File: src/rtl/fetch_unit.sv
// fetch_unit -- instruction fetch stage feeding the decoder.
//
// Holds the PC and issues word fetches to instruction memory. Requests are
// credit-limited: a request is only issued when every outstanding response
// is guaranteed a free buffer slot, so the response channel never needs
// backpressure. Returned words are buffered together with their fetch
// address and presented to the decoder under a valid/ready handshake.
// A redirect flushes the buffer and discards responses still in flight
// for the old stream (tracked by a drop counter).
//
// Optional build macro: FETCH_PERF_EN adds three 32-bit performance counters.
//
// Ports:
//   clk, rst_n                      clock (rising edge), async active-low reset
//   imem_req_valid/ready/addr       fetch request channel (word aligned)
//   imem_rsp_valid/data             in-order response channel, no backpressure
//   redirect_valid/redirect_pc      one-cycle restart pulse and new PC
//   inst_valid/ready, inst,
//   inst_addr                       instruction stream towards the decoder
//   perf_fetched/stall/dropped      (FETCH_PERF_EN only) words buffered,
//                                   request stall cycles, discarded responses
module fetch_unit #(
    parameter logic [31:0] RESET_PC   = 32'h0000_0000,
    parameter int          FIFO_DEPTH = 2
) (
    input  logic        clk,
    input  logic        rst_n,
    output logic        imem_req_valid,
    input  logic        imem_req_ready,
    output logic [31:0] imem_req_addr,
    input  logic        imem_rsp_valid,
    input  logic [31:0] imem_rsp_data,
    input  logic        redirect_valid,
    input  logic [31:0] redirect_pc,
    output logic        inst_valid,
    input  logic        inst_ready,
    output logic [31:0] inst,
    output logic [31:0] inst_addr
`ifdef FETCH_PERF_EN
    ,
    output logic [31:0] perf_fetched,
    output logic [31:0] perf_stall,
    output logic [31:0] perf_dropped
`endif
);
    localparam int PTR_W = $clog2(FIFO_DEPTH);
    localparam int CNT_W = $clog2(FIFO_DEPTH + 1);
    localparam logic [CNT_W-1:0] DEPTH_C = CNT_W'(FIFO_DEPTH);

    logic [31:0]      pc_reg, pc_next;
    logic             started_reg;
    logic [CNT_W-1:0] out_cnt_reg, out_cnt_next;
    logic [CNT_W-1:0] drop_cnt_reg, drop_cnt_next;
    logic [CNT_W-1:0] fifo_cnt_reg, fifo_cnt_after_pop;
    logic [PTR_W-1:0] tag_wr_ptr_reg, tag_rd_ptr_reg;
    logic [PTR_W-1:0] fifo_wr_ptr_reg, fifo_rd_ptr_reg, rd_ptr_adv;
    logic [31:0]      tag_mem       [FIFO_DEPTH];
    logic [31:0]      fifo_addr_mem [FIFO_DEPTH];
    logic [31:0]      fifo_data_mem [FIFO_DEPTH];
    logic             inst_valid_reg;
    logic [31:0]      inst_reg, inst_addr_reg;
    logic [31:0]      head_addr_next, head_data_next, rsp_tag;
    logic [CNT_W:0]   credit_sum;
    logic             req_valid, req_fire, pop, push;

    always_comb begin
        // Buffered words plus in-flight requests may never exceed the buffer.
        credit_sum = {1'b0, fifo_cnt_reg} + {1'b0, out_cnt_reg};
        req_valid  = started_reg && (credit_sum < {1'b0, DEPTH_C});
        req_fire   = req_valid && imem_req_ready;
        pop        = inst_valid_reg && inst_ready;
        // A response arriving with a redirect belongs to the old stream.
        push       = imem_rsp_valid && (drop_cnt_reg == '0) && !redirect_valid;
        rsp_tag    = tag_mem[tag_rd_ptr_reg];

        out_cnt_next = out_cnt_reg + CNT_W'(req_fire) - CNT_W'(imem_rsp_valid);
        // On redirect everything still in flight (after this cycle) is stale.
        if (redirect_valid)
            drop_cnt_next = out_cnt_next;
        else if (imem_rsp_valid && (drop_cnt_reg != '0))
            drop_cnt_next = drop_cnt_reg - CNT_W'(1);
        else
            drop_cnt_next = drop_cnt_reg;

        // Next head of the buffer: the incoming word if the buffer drains,
        // otherwise the stored entry following any pop.
        rd_ptr_adv         = fifo_rd_ptr_reg + PTR_W'(pop);
        fifo_cnt_after_pop = fifo_cnt_reg - CNT_W'(pop);
        if (fifo_cnt_after_pop == '0) begin
            head_addr_next = rsp_tag;
            head_data_next = imem_rsp_data;
        end else begin
            head_addr_next = fifo_addr_mem[rd_ptr_adv];
            head_data_next = fifo_data_mem[rd_ptr_adv];
        end

        if (redirect_valid)
            pc_next = redirect_pc & ~32'h3;
        else if (req_fire)
            pc_next = pc_reg + 32'd4;
        else
            pc_next = pc_reg;
    end

    always_ff @(posedge clk or negedge rst_n) begin
        if (!rst_n) begin
            pc_reg          <= RESET_PC;
            started_reg     <= 1'b0;
            out_cnt_reg     <= '0;
            drop_cnt_reg    <= '0;
            tag_wr_ptr_reg  <= '0;
            tag_rd_ptr_reg  <= '0;
            fifo_cnt_reg    <= '0;
            fifo_wr_ptr_reg <= '0;
            fifo_rd_ptr_reg <= '0;
            inst_valid_reg  <= 1'b0;
            inst_reg        <= '0;
            inst_addr_reg   <= '0;
        end else begin
            started_reg    <= 1'b1;
            pc_reg         <= pc_next;
            out_cnt_reg    <= out_cnt_next;
            drop_cnt_reg   <= drop_cnt_next;
            tag_wr_ptr_reg <= tag_wr_ptr_reg + PTR_W'(req_fire);
            tag_rd_ptr_reg <= tag_rd_ptr_reg + PTR_W'(imem_rsp_valid);
            if (redirect_valid) begin
                // Flush; inst/inst_addr keep their last value.
                fifo_cnt_reg    <= '0;
                fifo_wr_ptr_reg <= '0;
                fifo_rd_ptr_reg <= '0;
                inst_valid_reg  <= 1'b0;
            end else begin
                fifo_cnt_reg    <= fifo_cnt_after_pop + CNT_W'(push);
                fifo_wr_ptr_reg <= fifo_wr_ptr_reg + PTR_W'(push);
                fifo_rd_ptr_reg <= rd_ptr_adv;
                inst_valid_reg  <= (fifo_cnt_after_pop != '0) || push;
                if ((fifo_cnt_after_pop != '0) || push) begin
                    inst_reg      <= head_data_next;
                    inst_addr_reg <= head_addr_next;
                end
            end
        end
    end

    // Storage arrays carry no reset; pointers and counts define validity.
    always_ff @(posedge clk) begin
        if (req_fire)
            tag_mem[tag_wr_ptr_reg] <= imem_req_addr;
        if (push) begin
            fifo_addr_mem[fifo_wr_ptr_reg] <= rsp_tag;
            fifo_data_mem[fifo_wr_ptr_reg] <= imem_rsp_data;
        end
    end

`ifdef FETCH_PERF_EN
    always_ff @(posedge clk or negedge rst_n) begin
        if (!rst_n) begin
            perf_fetched <= '0;
            perf_stall   <= '0;
            perf_dropped <= '0;
        end else begin
            perf_fetched <= perf_fetched + 32'(push);
            perf_stall   <= perf_stall + 32'(req_valid && !imem_req_ready);
            perf_dropped <= perf_dropped + 32'(imem_rsp_valid && !push);
        end
    end
`endif

    assign imem_req_valid = req_valid;
    assign imem_req_addr  = pc_reg;
    assign inst_valid     = inst_valid_reg;
    assign inst           = inst_reg;
    assign inst_addr      = inst_addr_reg;

endmodule

File: config.mk
export PLATFORM = sky130hd
export DESIGN_NAME = fetch_unit
export DESIGN_NICKNAME = d
export VERILOG_FILES = /design/src/rtl/fetch_unit.sv
export SDC_FILE = /design/constraint.sdc
export NUM_CORES = 1
export LEC_CHECK = 0
export ABC_CLOCK_PERIOD_IN_PS = 6700
export CELL_PAD_IN_SITES_DETAIL_PLACEMENT = 1
export CELL_PAD_IN_SITES_GLOBAL_PLACEMENT = 1
export CORE_MARGIN = 2
export CORE_UTILIZATION = 40
export DETAILED_ROUTE_END_ITERATION = 6
export GPL_TIMING_DRIVEN = 0
export PLACE_DENSITY = 0.74
export REMOVE_ABC_BUFFERS = 1
export SYNTH_ARGS = -nofsm -noshare
export SYNTH_HDL_FRONTEND = slang
export SYNTH_SLANG_ARGS = --single-unit
File: constraint.sdc
create_clock -name clk -period 6.7 [get_ports clk]
set_input_delay 0.67 -clock clk [delete_from_list [all_inputs] [get_ports clk]]
set_output_delay 0.67 -clock clk [all_outputs]
set_load 0.02 [all_outputs]
==> impl_metrics.tcl, run 1 <==
set metrics [dict create \
    layout_min_cycle_time_ns 3.77 \
    avgViaCountPerCell 5.72 \
    grt_first_pass_wirelength_mm 53.7 \
    nFillCells 2991 \
    top_layer "met4" \
    synth.most_common_cell "edfxtp_1" \
    largest_reg_flops 64 \
    crit_required_ns 7.13 \
    avgSynthCellArea_um2 12.8 \
    ctsResizeCount 0 \
    synth_area_leaders "edfxtp_1 46%, dfrtp_1 21%, o21ai_0 4.5%, nand2_1 2.8%, mux2_2 2.8%" \
    h-tree-depth 1 \
    wl_per_cell_um 22.2 \
    clock.fmax_ghz 0.265 \
    worst_path_most_repeated_cell "o21ai_0" \
    dpl.hpwl_mm 20.3 \
    regMostFlops "fifo_data_mem" \
    core_area_um2 29800 \
    tritoncts "yes" \
    multi_input_area_um2 3770 \
    crit_chain "clkdlybuf4s50_1, and2_1, ha_1, xnor2_1, a31o_4, inv_1, o21ai_0, o21ai_0" \
    crit_type "in -> reg" \
    hold_violations 0 \
    antenna_found_initial 0 \
    design.portCount 168 \
    synth_top_area_cell "edfxtp_1" \
    rsz0062_at_grt "false" \
    synth_top_area_share_pct 45.5 \
    root_buffer "clkbuf_16" \
    min_path_type "in -> async" \
    cts_setup_buffers 0 \
    numPortBuffers 161 \
    syn_area_um2 12100 \
    p_leak_nw 5.67 \
    ir_drop_mv 0.274 \
    crit_slowest_cell "a31o_4" \
    final_net_count 1176 \
    cp_top_family "buffers and inverters" \
    synth_cell_types 52 \
    largestRegisters "fifo_data_mem (64), fifo_addr_mem (60), tag_mem (60)" \
    syn_inst 952 \
    crit_fanout 63 \
    clkTransAtPathRegs_ns 0.06 \
    synthArstFlopShare_pct 36.1 \
    antennaDiodeCount 0 \
    syn_to_final_growth_pct 26.8 \
    rows 63 \
    grt_pass1_vias 9530 \
    dieArea_um2 31800 \
    maxCapViolCount 0 \
    relSlewSlack_pct 15.6 \
    wl_met3_mm 1.60 \
    die-width_um 178 \
    critPathMaxStageDelay_ns 0.85 \
    timing.final.crit_share_pct 56.3 \
    clock_path_buffers 3 \
    synth_seq_cells 288 \
    postCtsHoldBufs 0 \
    grtUsageTotal_pct 21.6 \
    synth_common_cells "184 x edfxtp_1, 108 x o21ai_0, 104 x dfrtp_1, 92 x nand2_1, 53 x clkbuf_1" \
    maxSlewViolCount 0 \
    drt_first_iter_violations 511 \
    first_pass_iters 5 \
    yosys_warnings 0 \
    arrival_ns 4.20 \
    worst_pin_slew_ns 1.27 \
    postRouteAntennaNets 0 \
    stdcell_area_um2 15400 \
    clock_sink_count 288 \
    cp_num_buf_inv 2 \
    wl_met1_mm 14.7 \
    die_h_um 178 \
    startpoint_type "input pin" \
    timing.hold.ws_ns 0.0108 \
    gp_congestion 0.779 \
    setup.worst_path.end_class "flop" \
    skew_ns 0.00995 \
    fin_tns_setup_ns 0 \
    synth_seq_area_share_pct 67.0 \
    dr_wl_met2_mm 16.7 \
    cts_made_buffers 31 \
    drive_gt1_share_pct 9.91 \
    synth_edf_count 184 \
    yosys_most_used_dff "edfxtp_1" \
    initial_core_util_pct 40.7 \
    ff_latch_area_um2 8130 \
    status "finished, final reports clean" \
    drc_errors 0 \
    place_area_um2 14300 \
    finalSetupViolCount 0 \
    grt-ovfl-total 0 \
    vias 8643 \
    fin_util_pct 51.7 \
    power_density_nw_per_um2 430 \
    routed_wl_mm 33.5 \
    clk_latency_ns 0.56 \
    grt_max_degree 71 \
]
[report_power, final]
part	internal, mW	switching, mW	total [mW]
clock network	1.11	0.706	1.81
logic	0.939	1.33	2.27
registers	2.31	0.241	2.55
[through the flow]
step / total power, mW / setup WS, ns / instances
5_1_grt: 6.98 / 2.65 / 1510
3_3_place_gp: 4.67 / -0.209 / 1441
4_1_cts: 6.68 / 2.79 / 1510
3_5_place_dp: 4.84 / 2.31 / 1452
6_report: 6.62 / 2.93 / 1510
2_1_floorplan: 3.73 / 3.12 / 890
[placed cells by master (no fill, tap or decap), drive strengths merged, types with 16 or more instances in the layout]
| master | instances |
|---|---|
| o21ai | 108 |
| a21boi | 37 |
| nor2 | 22 |
| a211oi | 26 |
| a31oi | 52 |
| nand2 | 92 |
| a211o | 36 |
| inv | 16 |
| nand4 | 16 |
| nand3 | 43 |
| clkbuf | 41 |
| edfxtp | 184 |
| clkdlybuf4s50 | 159 |
| dfrtp | 104 |
| mux2 | 30 |
| and3 | 32 |
[layout make-up]
class | count | area share, %
Clock buffer | 41 | 5.67
Clock inverter | 17 | 1.44
Inverter | 15 | 0.366
Multi-Input combinational cell | 587 | 24.5
Sequential cell | 288 | 52.8
Tap cell | 390 | 3.17
Timing Repair Buffer | 172 | 12.1
[final timing paths]
| kind | cells past startpoint | end | slack [ns] | startpoint |
|---|---|---|---|---|
| worst max-delay path | 8 | inst_addr[24] | 2.93 | inst_ready |
| worst min-delay path | 1 | inst[26] | 0.01 | rst_n |
| worst max register to register | 7 | inst_addr[24] | 3.18 | inst_valid |
| worst min register to register | 2 | inst[7] | 0.48 | inst[7] |
| max in group asynchronous | 2 | imem_req_addr[20] | 5.96 | rst_n |
| min in group clk | 2 | inst[7] | 0.48 | inst[7] |
[logic make-up after synthesis]
group	share of synthesized area, %
buffers and inverters	2.73
XOR/XNOR	1.23
AND/OR/NAND/NOR	10.2
AO/OA/AOI/OAI	14.8
other	0.0619
flip-flops	67.0
adder cells (fa/ha/maj)	1.20
multiplexers	2.87
[metal layers]
metal	vias to the layer above	track usage, %
met4	0	4.91
li1	3919	-
met1	4420	28.4
met2	260	38.3
met3	44	2.88
met5	-	0
[worst register-to-register path: cells and delay by family (launching register included)]
family / cells / cell delay (ns)
adder cells (fa/ha/maj): 1 / 0.21
XOR/XNOR: 1 / 0.49
AND/OR/NAND/NOR: 1 / 0.23
flip-flops: 1 / 0.50
buffers and inverters: 1 / 0.70
AO/OA/AOI/OAI: 3 / 1.27
No activity file was read; power rests on OpenSTA's default activity.
==> inputs of run 2 (changes only) <==
ABC_CLOCK_PERIOD_IN_PS = 3000   (was 6700)
PLACE_DENSITY = 0.77   (was 0.74)
clock period = 3 ns   (was 6.7 ns; I/O delays follow)
==> run 2 against run 1 <==
Effect of this change: sequential power is 120% higher; register-to-register slack worse by 3.0 ns; cell count is 0.33% higher; critical path type is now reg -> reg; critical endpoint is now imem_req_addr[27]; largest power group unchanged.
==> impl_metrics.tcl, run 2 (synthesis results as in run 1) <==
set metrics [dict create \
    startpoint "out_cnt_reg[0]" \
    root_buffer "clkbuf_16" \
    antenna_found_initial 0 \
    die_h_um 178 \
    drt_first_iter_violations 497 \
    cp_top_family "simple AND/OR/NAND/NOR gates" \
    wl_per_cell_um 23.0 \
    final_cell_mix "184 x edfxtp_1, 159 x clkdlybuf4s50_1, 108 x o21ai_0" \
    largestRegisters "fifo_data_mem (64), fifo_addr_mem (60), tag_mem (60)" \
    layout_min_cycle_time_ns 2.86 \
    clock_sink_count 288 \
    crit_slowest_cell "or4_4" \
    grt-ovfl-total 0 \
    largest_reg_flops 64 \
    crit_required_ns 3.45 \
    post-place-ws_ns -1.01 \
    fin_tns_setup_ns 0 \
    pwr-share-comb_pct 35.7 \
    grtUsageTotal_pct 22.3 \
    tritoncts "yes" \
    worst_pin_slew_ns 1.32 \
    drive_gt1_share_pct 10.3 \
    die-width_um 178 \
    clk_latency_ns 0.56 \
    ir_drop_mv 0.507 \
    clock_path_buffers 3 \
    regMostFlops "fifo_data_mem" \
    syn_to_final_growth_pct 26.6 \
    setup.worst_path.end_class "flop" \
    maxSlewViolCount 0 \
    maxCapViolCount 0 \
    power_density_nw_per_um2 954 \
    cp_num_buf_inv 0 \
    arrival_ns 3.32 \
    crit_fanout 15 \
    first_pass_iters 5 \
    dpl.hpwl_mm 21.0 \
    rows 63 \
    avgViaCountPerCell 5.78 \
    dieArea_um2 31800 \
    fin_util_pct 51.6 \
    p_sw_share_pct 35.3 \
    skew_ns 0.0128 \
    nFillCells 2995 \
    numPortBuffers 161 \
    min_path_type "in -> async" \
    initial_core_util_pct 40.7 \
    p_leak_nw 5.64 \
    hold_violations 0 \
    grt_pass1_vias 9577 \
    antennaDiodeCount 0 \
    place_area_um2 14300 \
    status "finished, final reports clean" \
    clock.fmax_ghz 0.349 \
    crit_type "reg -> reg" \
    layout_commonest_cell "edfxtp_1" \
    timing.final.crit_share_pct 95.4 \
    grt_first_pass_wirelength_mm 54.8 \
    p_clk_share_pct 25.4 \
    rsz0062_at_grt "false" \
    regToRegStartpoint "out_cnt_reg[0]" \
    startpoint_type "flop" \
    design.portCount 168 \
    finalSetupViolCount 0 \
    gp_congestion 0.775 \
    seqPwrFrac_pct 38.9 \
    p_sw_mw 5.18 \
    routed_wl_mm 34.8 \
    crit_chain "and2_1, fa_1, nand4bb_4, or4_4, or4_1, a31oi_1" \
    p_int_mw 9.48 \
    critPathMaxStageDelay_ns 0.71 \
    clkTransAtPathRegs_ns 0.06 \
    final_net_count 1182 \
    drc_errors 0 \
    grt_max_degree 67 \
    fin_cells 1515 \
    relSlewSlack_pct 11.8 \
    postRouteAntennaNets 0 \
    cts_made_buffers 30 \
    core_area_um2 29800 \
    place_inst 1452 \
    finalWorstSetupSlack_ns 0.139 \
    h-tree-depth 1 \
    stdcell_area_um2 15400 \
    vias 8754 \
]
[run 2: changes by cell type in the layout (fill, tap and decap cells not counted), sizes merged]
cell         change
inv              -3
buf              +3
a31o             +2
clkbuf           -3
clkinvlp         +1
bufinv           -2
dlygate4sd3      +1
clkinv           +6
[run 2: timing repair]
item / in CTS / in global routing
hold endpoints to repair: 38 / 0
hold buffers: 1 / 0
setup endpoints to repair: 103 / 3
gates resized for setup: 9 / 0
buffers inserted: 2 / 1
pin swaps: 2 / 0
cloned: 3 / 0
[run 2: per-stage QoR]
stage                     power, mW  hold WS (ns)
final                          14.7         0.245
after global routing           15.4         0.266
after CTS                      14.8         0.245
after detailed placement       10.9         0.262
after global placement         10.4         0.463
after floorplan                8.32       0.00441
[run 2: layout make-up]
type	count	area (µm²)	share of cell area, %
multi-input combinational	589	3810	24.8
timing repair buffer	176	1880	12.2
timing repair inverter	1	7.51	0.0489
clock inverter	18	174	1.13
tap	390	488	3.18
sequential	288	8130	52.9
inverter	15	60.1	0.391
clock buffer	38	821	5.34
[run 2: power groups by stage]
stage          logic (mW)  registers, mW  clock network, mW
6_report             5.24           5.70               3.72
5_1_grt              5.67           5.80               3.93
4_1_cts              5.27           5.71               3.79
3_5_place_dp         5.07           5.78                  0
3_3_place_gp         4.62           5.73                  0
2_1_floorplan        2.16           6.17                  0
[run 2: routing by layer]
| metal | part of all wire (%) | vias up | track usage, % |
|---|---|---|---|
| met5 | 0 | - | 0 |
| met4 | 2.2 | 0 | 6.13 |
| met3 | 4.7 | 63 | 2.39 |
| met2 | 49 | 251 | 38.3 |
| met1 | 44 | 4509 | 30.3 |
| li1 | - | 3931 | - |
[run 2: final timing paths]
kind / to / slack, ns / depth (start not counted)
hold / removal: imem_req_addr[24] / 0.25 / 2
max in group asynchronous: inst[19] / 2.03 / 3
setup / recovery: imem_req_addr[27] / 0.14 / 6
hold reg to reg: inst[3] / 0.48 / 2
setup reg to reg: imem_req_addr[27] / 0.14 / 6
min in group clk: imem_req_addr[2] / 0.30 / 3
